**src/rtl/adder_pkg.sv**
```systemverilog
// Shared segment arithmetic and stage-register flag layout for the pipelined add/subtract unit.
package adder_pkg;

    localparam int DEF_WIDTH  = 6;
    localparam int DEF_STAGES = 2;

    function automatic int seg_span(input int width, input int stages);
        return (width + stages - 1) / stages;
    endfunction

    localparam int SEG_W = seg_span(DEF_WIDTH, DEF_STAGES);

    function automatic int seg_lo(input int k, input int width, input int stages);
        return k * seg_span(width, stages);
    endfunction

    // Later stages can own zero bits when ceil(WIDTH/STAGES) overshoots; they just pass through.
    function automatic int seg_w(input int k, input int width, input int stages);
        int rem;
        rem = width - seg_lo(k, width, stages);
        if (rem <= 0) return 0;
        return (rem < seg_span(width, stages)) ? rem : seg_span(width, stages);
    endfunction

    typedef struct packed {
        logic valid;
        logic carry;
        logic msbCarry;
    } stage_flags_t;

endpackage

```
**src/rtl/adder_seg.sv**
```systemverilog
// Combinational ripple-carry slice; also reports the carry into its top bit for overflow.
module adder_seg #(
    parameter int W = 1
) (
    input  logic [W-1:0] i_a,
    input  logic [W-1:0] i_b,
    input  logic         i_cin,
    output logic [W-1:0] o_s,
    output logic         o_cout,
    output logic         o_cMsb
);

    logic [W:0] w_c;

    always_comb begin
        w_c    = '0;
        o_s    = '0;
        w_c[0] = i_cin;
        for (int i = 0; i < W; i++) begin
            o_s[i]   = i_a[i] ^ i_b[i] ^ w_c[i];
            w_c[i+1] = (i_a[i] & i_b[i]) | (w_c[i] & (i_a[i] ^ i_b[i]));
        end
    end

    assign o_cout = w_c[W];
    assign o_cMsb = w_c[W-1];

endmodule

```
**src/rtl/pipelined_adder_sub.sv**
```systemverilog
// Pipelined two's-complement add/subtract: STAGES registered carry segments with valid/ready at both ends.
module pipelined_adder_sub #(
    parameter int WIDTH  = 6,
    parameter int STAGES = 2
) (
    input  logic             clk,
    input  logic             rst,
    input  logic             flush_i,
    input  logic             in_valid,
    output logic             in_ready,
    input  logic [WIDTH-1:0] a_i,
    input  logic [WIDTH-1:0] b_i,
    input  logic             cin_i,
    input  logic             sub_i,
    output logic             out_valid,
    input  logic             out_ready,
    output logic [WIDTH-1:0] sum_o,
    output logic             cout_o,
    output logic             ovf_o
);
    import adder_pkg::*;

    logic [WIDTH-1:0] w_sumQ [STAGES];
    logic [WIDTH-1:0] w_aQ   [STAGES];
    logic [WIDTH-1:0] w_bQ   [STAGES];
    stage_flags_t     w_flgQ [STAGES];
    logic [STAGES-1:0] w_vQ;
    logic [STAGES-1:0] w_rdy;

    // Ready ripples back from the consumer: a stage accepts when empty or when its beat moves on.
    always_comb begin
        logic down;
        w_rdy = '0;
        down  = out_ready;
        for (int k = STAGES - 1; k >= 0; k--) begin
            w_rdy[k] = !w_vQ[k] || down;
            down     = w_rdy[k];
        end
    end

    assign in_ready  = w_rdy[0] && !flush_i;
    assign out_valid = w_flgQ[STAGES-1].valid;
    assign sum_o     = w_sumQ[STAGES-1];
    assign cout_o    = w_flgQ[STAGES-1].carry;
    assign ovf_o     = w_flgQ[STAGES-1].carry ^ w_flgQ[STAGES-1].msbCarry;

    for (genvar k = 0; k < STAGES; k++) begin : g_stage
        localparam int LO = seg_lo(k, WIDTH, STAGES);
        localparam int SW = seg_w(k, WIDTH, STAGES);

        logic [WIDTH-1:0] w_pSum, w_pA, w_pB, w_nSum;
        logic             w_pC, w_pMsb, w_pV, w_nC, w_nMsb;
        logic [WIDTH-1:0] r_sum, r_a, r_b;
        stage_flags_t     r_flg;

        // Subtraction is folded in at entry: B and the borrow are inverted once, then every stage just adds.
        if (k == 0) begin : g_src
            assign w_pSum = '0;
            assign w_pA   = a_i;
            assign w_pB   = sub_i ? ~b_i : b_i;
            assign w_pC   = cin_i ^ sub_i;
            assign w_pMsb = 1'b0;
            assign w_pV   = in_valid && in_ready;
        end else begin : g_chain
            assign w_pSum = w_sumQ[k-1];
            assign w_pA   = w_aQ[k-1];
            assign w_pB   = w_bQ[k-1];
            assign w_pC   = w_flgQ[k-1].carry;
            assign w_pMsb = w_flgQ[k-1].msbCarry;
            assign w_pV   = w_vQ[k-1];
        end

        if (SW > 0) begin : g_seg
            logic [SW-1:0] w_s;
            logic          w_c, w_m;

            adder_seg #(.W(SW)) u_seg (
                .i_a    (w_pA[LO +: SW]),
                .i_b    (w_pB[LO +: SW]),
                .i_cin  (w_pC),
                .o_s    (w_s),
                .o_cout (w_c),
                .o_cMsb (w_m)
            );

            always_comb begin
                w_nSum           = w_pSum;
                w_nSum[LO +: SW] = w_s;
            end
            assign w_nC   = w_c;
            assign w_nMsb = (LO + SW == WIDTH) ? w_m : w_pMsb;
        end else begin : g_pass
            assign w_nSum = w_pSum;
            assign w_nC   = w_pC;
            assign w_nMsb = w_pMsb;
        end

        always_ff @(posedge clk) begin
            if (rst) begin
                r_flg <= '0;
                r_sum <= '0;
                r_a   <= '0;
                r_b   <= '0;
            end else if (flush_i) begin
                r_flg.valid <= 1'b0;
            end else if (w_rdy[k]) begin
                r_flg.valid <= w_pV;
                if (w_pV) begin
                    r_sum          <= w_nSum;
                    r_a            <= w_pA;
                    r_b            <= w_pB;
                    r_flg.carry    <= w_nC;
                    r_flg.msbCarry <= w_nMsb;
                end
            end
        end

        assign w_sumQ[k] = r_sum;
        assign w_aQ[k]   = r_a;
        assign w_bQ[k]   = r_b;
        assign w_flgQ[k] = r_flg;
        assign w_vQ[k]   = r_flg.valid;
    end

endmodule

```
**config.mk**
```make
export PLATFORM = sky130hd
export DESIGN_NAME = pipelined_adder_sub
export DESIGN_NICKNAME = d
export VERILOG_FILES = /design/src/rtl/adder_pkg.sv /design/src/rtl/adder_seg.sv /design/src/rtl/pipelined_adder_sub.sv
export SDC_FILE = /design/constraint.sdc
export NUM_CORES = 1
export LEC_CHECK = 0
export ABC_AREA = 1
export BUFFER_PORTS_ARGS = -buffer_cell sky130_fd_sc_hd__clkbuf_2
export CORE_ASPECT_RATIO = 1.4
export CORE_MARGIN = 2
export CORE_UTILIZATION = 51
export DETAILED_ROUTE_END_ITERATION = 10
export PLACE_DENSITY_LB_ADDON = 0.08
export SYNTH_ARGS = -nofsm -noshare
export SYNTH_HDL_FRONTEND = slang
export SYNTH_SLANG_ARGS = --single-unit
```
**constraint.sdc**
```tcl
create_clock -name clk -period 2.51 [get_ports clk]
set_clock_uncertainty 0.15 [all_clocks]
set_input_delay 0.251 -clock clk [delete_from_list [all_inputs] [get_ports clk]]
set_output_delay 0.251 -clock clk [all_outputs]
set_load 0.1 [all_outputs]
```
======== Word-level counts from Yosys, hierarchy flattened ========
Index checks and enable logic that the tools add are counted.
storage, ports and cells
  bits in registers ....................... 26
  logic and storage cells ................. 54
cells by class
  muxes and demuxes ....................... 1
  bitwise operators ....................... 34
  reduce and logical (&&, ||, !) cells .... 10
operators with widths
  kind                 count
  1-bit bitwise XOR    14
  1-bit bitwise AND    12
  6-bit two-way mux    1
  6-bit inverter       1
  1-bit OR             6
  3-bit AND reduction  2
  1-bit logical NOT    3
  1-bit logical AND    2
  1-bit logical OR     2
  2-bit OR reduction   1
  1-bit inverter       1

======== Longest topological paths before layout ========
Gate-level depths: netlist (run 1).
  depth in word-level cells ............... 9
  depth in mapped cells ................... 9
  depth with buffers taken out ............ 8

======== Cells and area by module ========
Synthesis (run 1) repeated with hierarchy kept, for this count alone.
unflattened totals
  cell total of the unflattened synthesis .. 142
  area, all modules ....................... 1036.0 um^2
modules (own cells, without submodules)
  module               times used  cells an instance  area each (um^2)
  pipelined_adder_sub  1           120                855.8
  adder_seg            2           11                 90.1

======== Worst setup path before layout (run 1) ========
OpenSTA, ideal clock, no wires.
  path type ............................... reg2out
  start point ............................. register g_stage[1].r_flg, in the netlist cout_o
  end point ............................... output port ovf_o
  arrival time ............................ 2.451 ns
  required time ........................... 2.109 ns
  setup slack ............................. -0.342 ns
  stages on the path, launching flop included .. 2
  buffers on the path ..................... 0
  cell sequence ........................... dfxtp_1 > xor2_1
on the way
  cells in the longest elaborated chain, start to end .. 1
ends and longest elaborated chain
  item                RTL line                   source
  start: declaration  pipelined_adder_sub.sv:54  stage_flags_t r_flg;
  1-bit bitwise XOR   pipelined_adder_sub.sv:45  assign ovf_o = w_flgQ[STAGES-1].carry ^ w_flgQ[STAGES-1].msbCarry;
  end: declaration    pipelined_adder_sub.sv:19  output logic ovf_o
No other way between the ends.

======== Final worst setup path (run 1) ========
  start point ............................. register g_stage[0].r_a[3]
  end point ............................... register g_stage[1].r_sum[5] (netlist: sum_o[5])
on the way
  cells in the longest elaborated chain, start to end .. 6
  elaborated cells on any way between the ends .. 7
ends and longest elaborated chain
  item                               RTL line                    source
  start: declaration                 pipelined_adder_sub.sv:53   logic [WIDTH-1:0] r_sum, r_a, r_b;
  start signal: assignment           pipelined_adder_sub.sv:110  r_a <= w_pA;
  1-bit bitwise XOR                  adder_seg.sv:21             w_c[i+1] = (i_a[i] & i_b[i]) | (w_c[i] & (i_a[i] ^ i_b[i]));
  1-bit bitwise AND                  adder_seg.sv:21
  1-bit OR *                         adder_seg.sv:21
  1-bit bitwise AND *                adder_seg.sv:21
  1-bit OR *                         adder_seg.sv:21
  net g_stage[1].g_seg.u_seg.o_cMsb  adder_seg.sv:10             output logic o_cMsb
  1-bit bitwise XOR *                adder_seg.sv:20             o_s[i] = i_a[i] ^ i_b[i] ^ w_c[i];
  net g_stage[1].g_seg.u_seg.o_s[2]  adder_seg.sv:8              output logic [W-1:0] o_s,
  end signal: assignment             pipelined_adder_sub.sv:109  r_sum <= w_nSum;
  end: declaration                   pipelined_adder_sub.sv:53
Mark *: on every way through the listed nets, which the timed path passes. The rest lies on a longest branch.
A chain may end at the register's enable or synchronous reset.

==> results of run 1 <==
metal layers:
| layer | global-route usage (%) | wire (µm) | vias up |
|---|---|---|---|
| met5 | 0 | 0 | - |
| met4 | 6.49 | 16 | 0 |
| met3 | 2.76 | 74 | 2 |
| met2 | 27.1 | 865 | 20 |
| met1 | 17.9 | 783 | 362 |
| li1 | - | - | 474 |
final cells by class:
type | instances | area, µm² | area share [%]
Clock buffer | 3 | 22.5 | 1.83
Timing Repair Buffer | 28 | 140 | 11.4
Multi-Input combinational cell | 91 | 543 | 44.0
Inverter | 27 | 101 | 8.22
Tap cell | 21 | 26.3 | 2.13
Sequential cell | 20 | 400 | 32.5
cells in the mapped netlist (2+ instances only):
cell type	instances
o21ai_0	2
nand4_1	2
nor2_1	20
nand2_2	2
dfxtp_1	20
nand2_1	36
fa_1	6
nand3_1	6
xor2_1	5
inv_1	26
a21oi_1	8
logic make-up after synthesis:
family | share of synthesized area [%]
xor+xnor | 4.86
flops | 37.0
compound gates | 4.62
buf+inv | 13.5
fa+ha+maj | 11.1
simple gates | 28.9
critical path: cells and delay by family, from the launching register on:
kind / cells / cell delay (ns)
DFF: 1 / 0.32
and+or+nand+nor: 1 / 0.10
buffers and inverters: 2 / 0.15
adders and majority gates: 3 / 1.23
AOI/OAI and AO/OA: 1 / 0.06
placed cells by master, fill, tap and decap left out:
cell type / instances
inv_2: 1
nand3_2: 1
clkbuf_4: 3
inv_1: 26
nor2_1: 20
nand2_2: 2
nand3_4: 1
nor2_8: 1
xor2_2: 1
fa_1: 6
nand4_1: 2
a21oi_1: 8
clkbuf_2: 28
xnor2_1: 1
nand3_1: 6
nand2_1: 36
dfxtp_1: 20
o21ai_0: 2
xor2_1: 4
how the worst min path moves through the flow:
stage / endpoint / slack [ns] / cells past startpoint
6_report: g_stage[0].r_a[4]$_SDFFE_PP0P_ / 0.03 / 3
5_1_grt: g_stage[0].r_a[3]$_SDFFE_PP0P_ / 0.04 / 3
4_1_cts: g_stage[0].r_a[4]$_SDFFE_PP0P_ / 0.02 / 3
3_5_place_dp: sum_o[0]$_SDFFE_PP0P_ / 0.31 / 2
3_3_place_gp: sum_o[5]$_SDFFE_PP0P_ / 0.30 / 2
2_1_floorplan: g_stage[0].r_a[3]$_SDFFE_PP0P_ / 0.24 / 2
through the flow:
stage / setup WS, ns / hold slack, ns / instances / cell area (µm²) / power [µW]
finish: 0.395 / 0.0251 / 190 / 1230 / 602
global route: 0.305 / 0.0352 / 190 / 1230 / 639
CTS: 0.377 / 0.0211 / 190 / 1230 / 609
detailed placement: 0.345 / 0.306 / 187 / 1210 / 463
global placement: 0.389 / 0.300 / 187 / 1210 / 460
floorplan: 0.196 / 0.236 / 142 / 1090 / 436
state kept, by name, summed over array words and instances (netlist names):
name / cells
g_stage.r_b: 3
cout_o: 1
sum_o: 6
g_stage.r_flg: 1
g_stage.w_pC: 1
g_stage.w_pV: 1
out_valid: 1
g_stage.r_a: 3
g_stage.r_sum: 3
power breakdown:
group | internal, µW | switching, µW | total (µW) | leakage, µW
Sequential | 331 | 5.84 | 337 | 0.000163
Clock | 55.8 | 91.1 | 147 | 0.0000138
Combinational | 42.7 | 75.5 | 118 | 0.000474
Total | 429 | 172 | 602 | 0.000651
==> impl_metrics.yaml, run 1 <==
worst_setup_path:
  crit_chain: "inv_1 > fa_1 > fa_1 > inv_1 > fa_1 > nand3_1 > a21oi_1"
  critPathKind: "reg2reg"
  cp-end-kind: "flip-flop"
  critPathMaxStageDelay_ns: 0.45
  timing.rr.start: "g_stage[0].r_a[3]$_SDFFE_PP0P_"
  worst-r2r-cell-count: 7
  reg2reg_slack_ns: 0.40
  critPathLaunchType: "flip-flop"
  crit_top_cell: "fa_1"
  setup.worst_path.start: "g_stage[0].r_a[3]$_SDFFE_PP0P_"
  cpMaxStageDelayCell: "fa_1"
  cp.required_ns: 2.55
  cp_max_fo: 2
  cp.arrival_ns: 2.15
  crit_path_end: "sum_o[5]$_SDFFE_PP0P_"
  r2r_end: "sum_o[5]$_SDFFE_PP0P_"
detailed_routing:
  dr.first_iter.drc_count: 11
  vias: 858
  ant_nets: 0
  drt-pass1-iter-count: 4
  totalWireLength_um: 1740
  viasPerCell: 4.52
  wl_per_cell_um: 9.15
  drc: 0
floorplan:
  rows: 19
  die_width_um: 42.9
  dieArea_mm2: 0.00251
  core_mm2: 0.00197
  die_h_um: 58.5
  ioPinCount: 29
  initial_core_util_pct: 54.9
clock_tree:
  cts_resized: 0
  cts_hold_buf: 0
  clock_sinks: 20
  cts_setup_buffers: 0
  cts_htree_levels: 1
  path_clk_slew_ns: 0.11
  root_buffer: "clkbuf_4"
  numCtsBuffers: 3
  cts.path.max_buffers: 2
  insertion_delay_ns: 0.29
  cts_tree: "done"
power_and_ir_drop:
  p_leak_uw: 0.000651
  vdd_drop_max_uv: 341
  power.density_mw_per_mm2: 488
cells_and_area:
  area_growth_syn_to_layout_pct: 14.0
  layout.nets: 196
  utilization_pct: 62.5
  nFillCells: 200
  n_antenna_cell: 0
  drive_gt1_share_pct: 22.5
synth:
  ys_seq_area_share_pct: 37.0
  synth_top_cell_by_area: "dfxtp_1"
  yosysTopAreaCellShare_pct: 37.0
  syn_area_per_cell_um2: 7.62
  ys_warn_count: 0
  ys_top_cells_by_area: "dfxtp_1 (37%), nand2_1 (12%), fa_1 (11%)"
  ys_ff_latch: 20
  postSynthCellCount: 142
  syn_nets: 167
  ys.flop_type: "dfxtp_1"
  syn_area_mm2: 0.00108
  synth_edf_count: 0
  ys_async_sr_fraction_pct: 0
  yosysUniqueCellTypes: 20
placement:
  port_buffers: 28
  hpwl_um: 1390
  place.gp.congestion: 0.731
timing:
  slew_viol_final: 0
  period_needed_ns: 2.11
  fin_tns_setup_ns: 0
  finalSetupViolations: 0
  fin_crit_sh_pct: 84.3
  timing_hold_violations_final: 0
  max_freq_mhz: 473
  slew_headroom_pct: 64.1
  rsz0062_at_grt: "no"
  worstMarginPinSlew_ns: 0.541
global_route:
  grt_pass1_vias: 732
  antenna_found_initial: 0
  grt_usage_pct: 15.3
  grt_pass1_wl_um: 2910
  grt_max_degree: 20
  gr-total-overflow: 0
job:
  max-cap-violations: 0
run_status:
  run_status: "completed"
min_path:
  hold_class: "in2reg"
  min_from: "a_i[4]"
(Power assumes the default switching activity.)
==> run 2, diff against run 1 <==
--- a/config.mk
+++ b/config.mk
@@ -5,11 +5,11 @@
 export SDC_FILE = /design/constraint.sdc
 export NUM_CORES = 1
 export LEC_CHECK = 0
-export ABC_AREA = 1
+export ABC_AREA = 0
 export BUFFER_PORTS_ARGS = -buffer_cell sky130_fd_sc_hd__clkbuf_2
 export CORE_ASPECT_RATIO = 1.4
 export CORE_MARGIN = 2
-export CORE_UTILIZATION = 51
+export CORE_UTILIZATION = 50
 export DETAILED_ROUTE_END_ITERATION = 10
 export PLACE_DENSITY_LB_ADDON = 0.08
 export SYNTH_ARGS = -nofsm -noshare
==> constraint.sdc (replaced) <==
create_clock -name clk -period 2.1 [get_ports clk]
set_clock_uncertainty 0.15 [all_clocks]
set_input_delay 0.21 -clock clk [delete_from_list [all_inputs] [get_ports clk]]
set_output_delay 0.21 -clock clk [all_outputs]
set_load 0.1 [all_outputs]
==> impl_metrics.yaml, run 2 <==
clock_tree:
  path_clk_slew_ns: 0.11
  cts_htree_levels: 1
  numCtsBuffers: 3
  cts.path.max_buffers: 2
  insertion_delay_ns: 0.30
  root_buffer: "clkbuf_4"
  cts_tree: "done"
  clock_sinks: 20
worst_setup_path:
  cp.arrival_ns: 2.06
  critPathKind: "reg2reg"
  cp.required_ns: 2.13
  cp-end-kind: "flip-flop"
  cpMaxStageDelayCell: "fa_2"
  cp_max_fo: 2
  critPathMaxStageDelay_ns: 0.39
  crit_chain: "inv_2 > fa_2 > fa_2 > inv_2 > fa_1 > nand3_1 > a21oi_1"
  critPathLaunchType: "flip-flop"
detailed_routing:
  drt-pass1-iter-count: 4
  dr.first_iter.drc_count: 12
  drc: 0
  vias: 851
  ant_nets: 0
  wl_per_cell_um: 12.5
  viasPerCell: 5.25
  totalWireLength_um: 2020
global_route:
  gr-total-overflow: 0
  grt_max_degree: 21
  grt_pass1_wl_um: 3340
  busiest_layer: "met2"
  met2_usage_pct: 35.7
  antenna_found_initial: 0
  grt_use_met1_pct: 17.9
  grt_pass1_vias: 799
  use_met3_pct: 3.16
  grt_usage_pct: 18.2
synth:
  ys_warn_count: 0
  synth_edf_count: 0
  ys.flop_type: "dfxtp_1"
  syn_area_per_cell_um2: 8.98
  yosysUniqueCellTypes: 21
  ys_seq_area_share_pct: 39.8
  ys_async_sr_fraction_pct: 0
  postSynthCellCount: 112
  syn_nets: 137
  synth_top_cell_by_area: "dfxtp_1"
  synth_common_cells: "dfxtp_1 (20), a21oi_1 (18), nand3_1 (11), o21ai_0 (11), inv_1 (9)"
  syn_area_mm2: 0.00101
  yosysTopAreaCellShare_pct: 39.8
  ys_top_cells_by_area: "dfxtp_1 (40%), fa_1 (12%), a21oi_1 (9.0%)"
  synth.most_common_cell: "dfxtp_1"
  ys_ff_latch: 20
placement:
  place.gp.congestion: 0.740
  place_inst: 155
  hpwl_um: 1570
  port_buffers: 28
timing:
  worstMarginPinSlew_ns: 0.633
  hold-worst-slack_ns: 0.0241
  rsz0062_at_grt: "no"
  fin_crit_sh_pct: 96.7
  slew_headroom_pct: 57.7
  timing_hold_violations_final: 0
  max_freq_mhz: 493
  period_needed_ns: 2.03
  finalSetupViolations: 0
  slew_viol_final: 0
  fin_tns_setup_ns: 0
floorplan:
  die_width_um: 41.9
  dieArea_mm2: 0.00239
  initial_core_util_pct: 52.2
  rows: 19
  ioPinCount: 29
  die_h_um: 57.1
  core_mm2: 0.00193
power_and_ir_drop:
  finalPower_uw: 744
  power.density_mw_per_mm2: 606
  vdd_drop_max_uv: 336
  p_leak_uw: 0.000501
min_path:
  hold_class: "in2reg"
cells_and_area:
  drive_gt1_share_pct: 31.2
  layout_common_cells: "clkbuf_2 (28), a21oi_1 (18), dfxtp_1 (17)"
  layout.nets: 168
  final_cells: 162
  n_antenna_cell: 0
  largest_reg_flops: 6
  area_growth_syn_to_layout_pct: 21.9
  final_common_cell: "clkbuf_2"
job:
  max-cap-violations: 0
run_status:
  run_status: "completed"
## run 2: per-layer routing
metal / up-vias / wire [µm]
met1: 388 / 766
met4: 0 / 26
li1: 436 / -
met3: 4 / 80
met5: - / 0
met2: 23 / 1150
## run 2: final timing paths
check | to | depth (start not counted) | start | slack (ns)
worst max-delay path | sum_o[5]$_SDFFE_PP0P_ | 7 | g_stage[1].w_pC$_SDFFE_PP0P_ | 0.07
worst min-delay path | out_valid$_SDFFE_PP0P_ | 2 | flush_i | 0.02
worst max register to register | sum_o[5]$_SDFFE_PP0P_ | 7 | g_stage[1].w_pC$_SDFFE_PP0P_ | 0.07
worst min register to register | sum_o[0]$_SDFFE_PP0P_ | 2 | g_stage[0].r_sum[0]$_SDFFE_PP0P_ | 0.32
## run 2: critical path, delay by kind of cell, from the launching register on
family                     cells  cell delay (ns)
adders and majority gates      3             1.17
DFF                            1             0.35
buffers and inverters          2             0.11
and+or+nand+nor                1             0.08
AOI/OAI and AO/OA              1             0.06
## run 2: where the power goes
part / switching (µW) / leakage [µW] / internal, µW
registers: 10.2 / 0.000164 / 397
clock network: 114 / 0.0000138 / 66.8
logic: 95.0 / 0.000323 / 60.5
## run 2: repair_timing
action                                  4_1_cts  5_1_grt
setup buffers                                 0        1
endpoints found under the setup margin        1        1
hold endpoints to repair                      3        0
hold buffers                                  3        0
resized for setup                             1        6
pin swaps                                     0        2
## run 2: through the flow
step | setup WS (ns) | util (%) | instance area (µm²)
final | 0.0699 | 63.7 | 1230
after global routing | 0.00141 | 63.7 | 1230
after CTS | 0.0298 | 63.0 | 1210
after detailed placement | -0.0200 | 60.1 | 1160
after global placement | -0.00332 | 60.1 | 1160
after floorplan | -0.169 | - | 1020
## run 2: cell families (layout without fill, tap and decap cells)
kind of cell | Yosys count | after routing | synth area share, %
simple gates | 26 | 26 | 14.1
flops | 20 | 20 | 39.8
compound gates | 36 | 36 | 20.1
fa+ha+maj | 6 | 6 | 11.9
buf+inv | 16 | 45 | 7.09
xor+xnor | 8 | 8 | 6.96
## run 2: area by class of cell
class                   count  area [µm²]
multi-input cells          76         554
fillers                   185         699
flip-flops and latches     20         404
inverters                   9        33.8
repair buffers             33         185
clock buffers               3        22.5
well taps                  21        26.3
==> run 3, diff against run 2 <==
--- a/config.mk
+++ b/config.mk
@@ -9,7 +9,7 @@
 export BUFFER_PORTS_ARGS = -buffer_cell sky130_fd_sc_hd__clkbuf_2
 export CORE_ASPECT_RATIO = 1.4
 export CORE_MARGIN = 2
-export CORE_UTILIZATION = 50
+export CORE_UTILIZATION = 40
 export DETAILED_ROUTE_END_ITERATION = 10
 export PLACE_DENSITY_LB_ADDON = 0.08
 export SYNTH_ARGS = -nofsm -noshare
==> impl_metrics.yaml, run 3 (synthesis results as in run 2) <==
run_status:
  run_status: "completed"
detailed_routing:
  drc: 0
  totalWireLength_um: 2040
  dr.first_iter.drc_count: 15
  vias: 866
  drt-pass1-iter-count: 4
  wl_per_cell_um: 11.6
  ant_nets: 0
  viasPerCell: 4.92
worst_setup_path:
  cp.required_ns: 2.13
  cp_max_fo: 2
  worst-r2r-cell-count: 7
  critPathMaxStageDelay_ns: 0.40
  crit_chain: "inv_2 > fa_2 > fa_2 > inv_2 > fa_1 > nand3_1 > a21oi_2"
  cp.depth: 7
  cp-end-kind: "flip-flop"
  cp_num_buf_inv: 2
  critPathKind: "reg2reg"
  cp.arrival_ns: 2.06
  crit_family: "adder cells"
  critPathLaunchType: "flip-flop"
  cpMaxStageDelayCell: "fa_1"
power_and_ir_drop:
  vdd_drop_max_uv: 335
  finalPower_uw: 738
  p_leak_uw: 0.000506
  power.density_mw_per_mm2: 588
clock_tree:
  numCtsBuffers: 3
  path_clk_slew_ns: 0.11
  root_buffer: "clkbuf_4"
  cts_htree_levels: 1
  insertion_delay_ns: 0.29
  clock_sinks: 20
  cts.path.max_buffers: 2
  cts_tree: "done"
cells_and_area:
  final_cells: 176
  area_growth_syn_to_layout_pct: 24.6
  largest_reg_flops: 6
  drive_gt1_share_pct: 32.4
  layout.nets: 169
  layout_common_cells: "clkbuf_2 (28), a21oi_1 (17), dfxtp_1 (17)"
  n_antenna_cell: 0
  design_area_mm2: 0.00125
  final_common_cell: "clkbuf_2"
timing:
  fin_crit_sh_pct: 96.7
  fin_tns_setup_ns: 0
  timing_hold_violations_final: 0
  max_freq_mhz: 492
  slew_viol_final: 0
  finalSetupViolations: 0
  worstMarginPinSlew_ns: 0.539
  fin_ws_ns: 0.0690
  rsz0062_at_grt: "yes"
  period_needed_ns: 2.03
  slew_headroom_pct: 64.2
floorplan:
  ioPinCount: 29
  core_mm2: 0.00239
  initial_core_util_pct: 42.1
  dieArea_mm2: 0.00294
  rows: 21
  die_width_um: 46.4
  die_h_um: 63.3
placement:
  dp_slack_ns: -0.0556
  hpwl_um: 1600
  place.gp.congestion: 0.721
  dpl_cell_area_mm2: 0.00118
  place_inst: 169
  port_buffers: 28
global_route:
  grt_pass1_wl_um: 3530
  antenna_found_initial: 0
  grt_pass1_vias: 850
  gr-total-overflow: 0
  grt_max_degree: 21
  grt_usage_pct: 16.3
min_path:
  hold_class: "in2reg"
  hold_depth: 2
job:
  max-cap-violations: 0
## run 3: cell types whose count changed in the layout (fill, tap and decap cells not counted)
cell	before	now
a21oi_1	18	17
a21oi_2	0	1
buf_4	2	3
## run 3: routing by layer
metal	part of all wire (%)	wire length [µm]	global-route usage (%)
met1	40	813	18.8
met2	55	1120	28.3
met3	3.7	76	2.58
met4	1.5	31	6.43
met5	0	0	0
## run 3: final cells by class
cell class / count / area [µm²]
fill: 246 / 1140
clock buffer: 3 / 22.5
sequential: 20 / 404
inverter: 9 / 33.8
tap: 34 / 42.5
timing repair buffer: 34 / 193
multi-input combinational: 76 / 558
## run 3: worst reg2reg max path, cell delays in order, from the launching register on
cell and delay, ns:
dfxtp_2 0.35, inv_2 0.04, fa_2 0.39, fa_2 0.39
inv_2 0.06, fa_1 0.40, nand3_1 0.09, a21oi_2 0.05
## run 3: worst paths after layout
check                                    from                     end  slack (ns)
max              g_stage[1].w_pC$_SDFFE_PP0P_   sum_o[5]$_SDFFE_PP0P_        0.07
min                                   flush_i  out_valid$_SDFFE_PP0P_        0.04
max reg2reg      g_stage[1].w_pC$_SDFFE_PP0P_   sum_o[5]$_SDFFE_PP0P_        0.07
min reg2reg  g_stage[0].r_sum[0]$_SDFFE_PP0P_   sum_o[0]$_SDFFE_PP0P_        0.33
## run 3: timing repair
action / in CTS / in global routing
setup buffers: 0 / 1
pin swaps: 0 / 2
endpoints found under the setup margin: 1 / 1
hold endpoints to repair: 3 / 0
gates resized for setup: 1 / 7
hold buffers: 3 / 0
cloned: 0 / 0
## run 3: report_power, final
| part | switching (µW) | total (µW) | internal, µW |
|---|---|---|---|
| Clock | 108 | 175 | 66.7 |
| Combinational | 94.5 | 156 | 61.7 |
| Sequential | 10.2 | 407 | 397 |
## run 3: stage by stage
step                util [%]  hold slack [ns]
CTS                     51.7           0.0304
global route            52.4           0.0372
finish                  52.4           0.0384
global placement        49.4            0.304
floorplan                  -            0.137
detailed placement      49.4            0.310
